`src/rtl/adder_arbiter.sv`:
```
// Two-requester add/subtract unit with a single-entry result register.
// A 1-bit round-robin pointer picks between requesters when both offer an
// operation. The result slot may be refilled in the same cycle its current
// contents are consumed. Signed overflows of issued results are counted in a
// saturating counter.
module adder_arbiter #(
  parameter int OVF_CNT_W = 8
) (
  input  logic                 clk,
  input  logic                 rst_n,
  input  logic                 in0_valid,
  output logic                 in0_ready,
  input  logic [31:0]          in0_a,
  input  logic [31:0]          in0_b,
  input  logic                 in0_op,
  input  logic                 in1_valid,
  output logic                 in1_ready,
  input  logic [31:0]          in1_a,
  input  logic [31:0]          in1_b,
  input  logic                 in1_op,
  output logic                 out_valid,
  input  logic                 out_ready,
  output logic [31:0]          out_sum,
  output logic                 out_overflow,
  output logic                 out_tag,
  output logic [OVF_CNT_W-1:0] ovf_count,
  input  logic                 ovf_clear
);

  typedef enum logic {
    EMPTY = 1'b0,
    FULL  = 1'b1
  } state_t;

  state_t      state;
  logic        ptr;        // requester that wins when both are valid
  logic        slot_free;
  logic        grant0;
  logic        grant1;
  logic        grant;
  logic        sel_tag;
  logic [31:0] sel_a;
  logic [31:0] sel_b;
  logic        sel_op;
  logic [31:0] res;
  logic        res_ovf;

  assign out_valid = (state == FULL);

  // Arbitration: the slot is free when empty or being drained this cycle.
  // Grants are held off while reset is asserted so the first one can only
  // land on the first rising edge after release.
  always_comb begin
    // NOTE: every signal gets a default first so no path leaves it unassigned,
    // which would otherwise infer a latch.
    slot_free = 1'b0;
    grant0    = 1'b0;
    grant1    = 1'b0;
    slot_free = (state == EMPTY) || out_ready;
    if (rst_n && slot_free) begin
      grant0 = in0_valid && (!in1_valid || (ptr == 1'b0));
      grant1 = in1_valid && (!in0_valid || (ptr == 1'b1));
    end
  end

  assign in0_ready = grant0;
  assign in1_ready = grant1;
  assign grant     = grant0 || grant1;
  assign sel_tag   = grant1;

  // Operand mux and arithmetic for the granted requester.
  always_comb begin
    sel_a   = in0_a;
    sel_b   = in0_b;
    sel_op  = in0_op;
    res     = '0;
    res_ovf = 1'b0;
    if (sel_tag) begin
      sel_a  = in1_a;
      sel_b  = in1_b;
      sel_op = in1_op;
    end
    if (sel_op) begin
      res     = sel_a - sel_b;
      // Subtraction overflows only when operands differ in sign and the
      // result sign moves away from a; this also covers b = most-negative.
      res_ovf = (sel_a[31] != sel_b[31]) && (res[31] != sel_a[31]);
    end else begin
      res     = sel_a + sel_b;
      res_ovf = (sel_a[31] == sel_b[31]) && (res[31] != sel_a[31]);
    end
  end

  // Result register: load on grant (also when draining), empty on drain
  // without a new grant, otherwise hold.
  // NOTE: asynchronous active-low reset lives in the sensitivity list so the
  // outputs clear immediately, without waiting for a clock edge.
  always_ff @(posedge clk or negedge rst_n) begin
    if (!rst_n) begin
      state        <= EMPTY;
      out_sum      <= '0;
      out_overflow <= 1'b0;
      out_tag      <= 1'b0;
      ptr          <= 1'b0;
    end else begin
      // NOTE: non-blocking assignments keep every register reading the
      // pre-edge values, so ordering inside the block cannot matter.
      if (grant) begin
        state        <= FULL;
        out_sum      <= res;
        out_overflow <= res_ovf;
        out_tag      <= sel_tag;
        ptr          <= ~sel_tag;
      end else if (out_ready) begin
        state <= EMPTY;
      end
    end
  end

  // Saturating overflow counter; clear wins over a same-cycle increment.
  always_ff @(posedge clk or negedge rst_n) begin
    if (!rst_n) begin
      ovf_count <= '0;
    end else if (ovf_clear) begin
      ovf_count <= '0;
    end else if (grant && res_ovf && (ovf_count != {OVF_CNT_W{1'b1}})) begin
      ovf_count <= ovf_count + 1'b1;
    end
  end

endmodule

```
`config.mk`:
```
export PLATFORM = sky130hd
export DESIGN_NAME = adder_arbiter
export DESIGN_NICKNAME = d
export VERILOG_FILES = /design/src/rtl/adder_arbiter.sv
export SDC_FILE = /design/constraint.sdc
export NUM_CORES = 1
export LEC_CHECK = 0
export CAP_MARGIN = 20
export CORE_ASPECT_RATIO = 1.1
export CORE_MARGIN = 2
export CORE_UTILIZATION = 45
export CTS_CLUSTER_SIZE = 28
export DETAILED_ROUTE_END_ITERATION = 7
export PLACE_DENSITY = 0.78
export SYNTH_ARGS = -nofsm -noshare
export SYNTH_HDL_FRONTEND = slang
export SYNTH_SLANG_ARGS = --single-unit
```
`constraint.sdc`:
```
create_clock -name clk -period 5.5 [get_ports clk]
set_clock_uncertainty 0.1 [all_clocks]
set_input_delay 1.375 -clock clk [delete_from_list [all_inputs] [get_ports clk]]
set_output_delay 1.375 -clock clk [all_outputs]
set_load 0.005 [all_outputs]
```
# ---- Yosys cells after proc, flatten, opt, wreduce, memory -nomap -nowiden
# Cells that the tools add are included.
# Widths: inputs -> output; s select.
dict set report word_totals {
  input_bits 136
  reg_bits 44
  out_inout_bits 45
}
dict set report op_classes {
  n_mux 11
  eq_ne 5
  addsub 3
  bitwise_logic 3
  reduce_logical 15
}
# operator count
set op_table {}
lappend op_table {{$mux 32} 3}
lappend op_table {{$add 32x32->32} 1}
lappend op_table {{$sub 32x32->32} 1}
lappend op_table {{$mux 8} 2}
lappend op_table {{$add 8x1->8 const B} 1}
lappend op_table {{$ne 8x8->1 const B} 1}
lappend op_table {{$logic_and 1x1->1} 7}
lappend op_table {{$mux 1} 6}
lappend op_table {{$logic_or 1x1->1} 4}
lappend op_table {{$reduce_bool 2->1} 2}
lappend op_table {{$ne 1x1->1} 3}
lappend op_table {{$not 1->1} 3}
lappend op_table {{$logic_not 1->1} 2}
lappend op_table {{$eq 1x1->1} 1}

# ---- Logic depth before layout (Yosys ltp)
dict set report logic_depth {
  word_depth 13
  depth_mapped 18
  ltp_nobuf 17
}

# ---- Worst setup path after synthesis
# Ideal clock, no wire load.
dict set report synth_path {
  kind {input to register}
  start {input in0_valid}
  end {register ovf_count[3]}
  required_ns 5.275
  arrival_ns 5.489
  cell_stages 17
  slack_ns -0.214
  cell_sequence {inv_1 -> o2111ai_1 -> clkbuf_1 -> clkbuf_1 -> nand2_1 -> nand2_1 -> ha_1 -> buf_6 -> or3_4 -> nand2b_4 -> or4_4 -> a211oi_2 -> o21ai_2 -> and3_4 -> a221oi_4 -> nand2b_1 -> mux2_2}
}
dict set report synth_between {
  elab_chain_cells 12
  elab_cells_between_ends 22
  cone_classes {add/sub: 2; eq/ne: 4; mux: 6; reduce/logical: 10}
}
# element line_no
set synth_rtl {}
lappend synth_rtl {{start: declaration} 11} ;# input logic in0_valid,
lappend synth_rtl {{$logic_not 1->1} 62} ;# grant1 = in1_valid && (!in0_valid || (ptr == 1'b1));
lappend synth_rtl {{$logic_or 1x1->1} 62}
lappend synth_rtl {{$logic_and 1x1->1} 62}
lappend synth_rtl {{$mux 1} 60} ;# if (rst_n && slot_free) begin
lappend synth_rtl {{$mux 32} 78} ;# if (sel_tag) begin
lappend synth_rtl {{$add 32x32->32 / $sub 32x32->32 (equally long branches)} {89, 84}}
lappend synth_rtl {{$ne 1x1->1, on equally long branches} {90, 87}}
lappend synth_rtl {{$logic_and 1x1->1, on equally long branches} {90, 87}}
lappend synth_rtl {{$mux 1} 83} ;# if (sel_op) begin
lappend synth_rtl {{$logic_and 1x1->1 * (2 in a row)} 126} ;# end else if (grant && res_ovf && (ovf_count != {OVF_CNT_W{1'b1}})) begin
lappend synth_rtl {{$reduce_bool 2->1 (no line) *} --}
lappend synth_rtl {{end signal: assignment} 127} ;# ovf_count <= ovf_count + 1'b1;
lappend synth_rtl {{end: declaration} 26} ;# output logic [OVF_CNT_W-1:0] ovf_count,
# Mark *: on every way between the ends. The rest lies on a longest branch, timed or not.
# A chain may end at the register's enable or synchronous reset.

# ---- Worst setup path in the final report
dict set report layout_path {
  start {input in0_valid}
  end {register ovf_count[2]}
}
# Same word-level chain as after synthesis.

==> impl_metrics.env <==
export IMPL_r2r_end="ovf_count[2]$_DFFE_PN0P_"
export IMPL_die_area_mm2=0.0148
export IMPL_viasPerCell=5.52
export IMPL_cts_tree="done"
export IMPL_grt_max_degree=46
export IMPL_die_h_um=127
export IMPL_endpoint_kind="register"
export IMPL_ys_warn_count=0
export IMPL_route_detailed_drc=0
export IMPL_postRouteWirelength_um=21200
export IMPL_placementRows=45
export IMPL_async_flop_share=1.00
export IMPL_path_buf_inv=6
export IMPL_numCtsBuffers=5
export IMPL_powerDensity_mw_per_mm2=281
export IMPL_cts_max_level=2
export IMPL_tightest_slew_ns=0.792
export IMPL_max_slew_margin=0.468
export IMPL_grt_pass1_wl_um=33900
export IMPL_insertion_delay_ns=0.29
export IMPL_r2r_slack_ns=1.34
export IMPL_yosys_cell_types_count=72
export IMPL_grt_use_total=0.278
export IMPL_drt_pass1_iterations=5
export IMPL_period_share=0.972
export IMPL_post_dp_hpwl_um=17000
export IMPL_cpMaxStageDelayCell="clkdlybuf4s50_1"
export IMPL_crit_path_start="in0_valid"
export IMPL_fillers=1148
export IMPL_cp_depth=19
export IMPL_start_util=0.456
export IMPL_outcome="finished, final reports clean"
export IMPL_wl_per_cell_um=15.1
export IMPL_syn_num_nets=1132
export IMPL_r2r_start="out_valid$_DFFE_PN0P_"
export IMPL_n_antenna_cell=0
export IMPL_fin_util=0.710
export IMPL_route_vias_total=7749
export IMPL_whs_ns=0.375
export IMPL_syn_inst=931
export IMPL_critPathRequiredTime_ns=5.58
export IMPL_p_leak_nw=4.61
export IMPL_path_clk_slew_ns=0.07
export IMPL_numPortBuffers=180
export IMPL_multi_input_area_mm2=0.00492
export IMPL_postRouteAntennaNets=0
export IMPL_core_area_mm2=0.0136
export IMPL_crit_chain="clkdlybuf4s50_1 -> inv_1 -> o2111ai_4 -> inv_2 -> buf_12 -> buf_4 -> nand2_1 -> nand2_1 -> ha_1 -> nor2b_1 -> a2111oi_4 -> nor3_2 -> a211oi_4 -> o21ai_2 -> and3_4 -> a221oi_4 -> buf_4 -> nor4b_4 -> mux2_1"
export IMPL_rsz0062_at_grt="yes"
export IMPL_arrival_ns=5.42
export IMPL_avgSynthCellArea_um2=6.67
export IMPL_p_int_mw=1.65
export IMPL_synth_flop_cell="dfrtp_1"
export IMPL_pwr_share_seq=0.194
export IMPL_setup_violations=0
export IMPL_min_period_ns=5.34
export IMPL_cap_violations=0
export IMPL_synth_area_mm2=0.00621
export IMPL_hold_class="reg -> reg"
export IMPL_ioPinCount=181
export IMPL_die_x_um=116
export IMPL_crit_type="in -> reg"
export IMPL_setup_worst_path_end="ovf_count[2]$_DFFE_PN0P_"
export IMPL_seq_area_frac_synth=0.177
export IMPL_drv_slew=0
export IMPL_grt_pass1_vias=7322
export IMPL_ys_ff_latch=44
export IMPL_p_total_mw=2.72
export IMPL_cts_max_path_buffers=2
export IMPL_cts_root_buf="clkbuf_16"
export IMPL_grt_ovfl_total=0
export IMPL_routabilityCongestion=0.970
export IMPL_seq_area_mm2=0.00110
export IMPL_fin_cells=1405
export IMPL_first_iter_violations=625
export IMPL_nets=1417
export IMPL_areaGrowthSynthToFinish_pct=55.7
export IMPL_switchingPower_mw=1.07
export IMPL_cp_max_fo=28
export IMPL_report_final_hold_viol_count=0
export IMPL_cts_sinks=44
export IMPL_combPwrFrac=0.645
export IMPL_drive_gt1_frac=0.168
export IMPL_slowest_delay_ns=0.48
export IMPL_grt_antenna_before_repair=0
export IMPL_synth_edf_count=0
export IMPL_max_freq_mhz=187
export IMPL_crit_family="simple AND/OR/NAND/NOR gates"
export IMPL_cp_start_kind="primary input"
export IMPL_peakVddDrop_v=0.000153
export IMPL_reg2regPathDepth=17
export IMPL_placedCellCount=1393
export IMPL_postCtsHoldBufs=0
export IMPL_switching_share=0.392
export IMPL_pwr_share_clk=0.161
[power groups by stage]
stage	Sequential [mW]	Clock, mW	Combinational [mW]
2_1_floorplan	0.528	0	0.835
3_3_place_gp	0.528	0	1.64
3_5_place_dp	0.532	0	1.67
4_1_cts	0.527	0.442	1.68
5_1_grt	0.540	0.450	1.92
6_report	0.529	0.439	1.75
[cell usage in the layout (no fill, tap or decap), types with 3 or more instances in the layout]
cell type	instances
nand2_1	242
clkdlybuf4s50_1	179
buf_4	142
nor2_1	69
a21oi_1	68
inv_1	66
ha_1	60
o21ai_0	49
dfrtp_1	44
nor3_1	22
a21o_1	18
xnor2_1	18
nand2b_1	18
nor2b_1	15
nand3_1	13
a211oi_1	11
o31ai_1	7
and3_1	7
or3_1	7
nor4_1	7
o21bai_1	7
nand4_1	6
o211ai_1	6
xor2_1	6
a31oi_1	5
clkbuf_16	5
o21a_1	4
mux2i_1	4
nor3_2	4
buf_12	4
a41oi_1	3
a211o_1	3
mux2_1	3
a21oi_2	3
o2111ai_1	3
ha_4	3
bufinv_16	3
[timing repair]
action                                  4_1_cts  5_1_grt
buffers inserted                              0        4
hold endpoints to repair                      0        0
endpoints found under the setup margin        3       19
pin swaps                                     1       17
gates resized for setup                       2       41
gates cloned                                  0        0
[sequential cells by signal (all words and copies together), names as in the netlist]
register      count
out_overflow      1
out_sum          32
out_tag           1
out_valid         1
ovf_count         8
ptr               1
[cells in the mapped netlist, drive strengths merged, types with 3 or more instances]
cell type / number / area (µm²)
a2111oi: 3 / 26.3
a211o: 3 / 26.3
a211oi: 14 / 110
a21o: 18 / 135
a21oi: 71 / 355
a221oi: 4 / 52.6
a31oi: 8 / 65.1
a41oi: 3 / 26.3
and3: 9 / 61.3
buf: 4 / 22.5
clkbuf: 45 / 169
dfrtp: 44 / 1100
ha: 63 / 788
inv: 67 / 251
mux2: 6 / 71.3
mux2i: 6 / 60.1
nand2: 243 / 912
nand2b: 20 / 133
nand3: 14 / 70.1
nand4: 6 / 37.5
nor2: 70 / 263
nor2b: 15 / 93.8
nor3: 26 / 135
nor4: 8 / 50.1
o2111ai: 5 / 43.8
o211ai: 6 / 45.0
o21a: 4 / 30.0
o21ai: 53 / 269
o21bai: 7 / 52.6
o311ai: 4 / 35.0
o31ai: 8 / 60.1
o41ai: 5 / 43.8
or3: 8 / 55.1
or4: 3 / 26.3
xnor2: 18 / 158
xor2: 6 / 52.6
[per-stage QoR]
| stage | cell area [µm²] | setup slack (ns) | TNS [ns] |
|---|---|---|---|
| after global routing | 9670 | -0.0559 | -0.226 |
| after CTS | 9420 | 0.0338 | 0 |
| final | 9670 | 0.155 | 0 |
| after detailed placement | 9200 | -0.329 | -3.74 |
| after global placement | 9200 | -0.296 | -2.88 |
| after floorplan | 6220 | 0.0477 | 0 |
[worst min-delay path, stage by stage (launching register included)]
cell and delay (ns):
dfrtp_1 0.34, nand2_1 0.04, o21ai_0 0.06
[cells by family after synthesis]
kind of cell,share of synthesized area
simple gates,0.306
compound gates,0.257
buf+inv,0.0713
fa+ha+maj,0.133
flops,0.177
xor+xnor,0.0338
mux,0.0211
[how the worst min path moves through the flow]
stage | cells after the start | endpoint | startpoint | slack, ns
after floorplan | 2 | out_tag$_DFFE_PN0P_ | out_tag$_DFFE_PN0P_ | 0.37
after global placement | 2 | out_sum[9]$_DFFE_PN0P_ | out_sum[9]$_DFFE_PN0P_ | 0.36
after detailed placement | 2 | out_tag$_DFFE_PN0P_ | out_tag$_DFFE_PN0P_ | 0.37
after CTS | 2 | out_tag$_DFFE_PN0P_ | out_tag$_DFFE_PN0P_ | 0.38
after global routing | 2 | out_sum[4]$_DFFE_PN0P_ | out_sum[4]$_DFFE_PN0P_ | 0.41
final | 2 | out_sum[4]$_DFFE_PN0P_ | out_sum[4]$_DFFE_PN0P_ | 0.37
[layer usage]
| metal | wire length [µm] | track usage |
|---|---|---|
| met1 | 8930 | 0.364 |
| met2 | 10500 | 0.483 |
| met3 | 1330 | 0.0270 |
| met4 | 467 | 0.0791 |
| met5 | 0 | 0 |
[layout make-up]
| cell class | instances | share of cell area |
|---|---|---|
| Multi-Input combinational cell | 771 | 0.508 |
| Timing Repair Buffer | 327 | 0.305 |
| Sequential cell | 44 | 0.114 |
| Inverter | 67 | 0.0260 |
| Tap cell | 188 | 0.0243 |
| Clock buffer | 5 | 0.0129 |
| Clock inverter | 3 | 0.00931 |
Power figures use the tool's default switching activity.
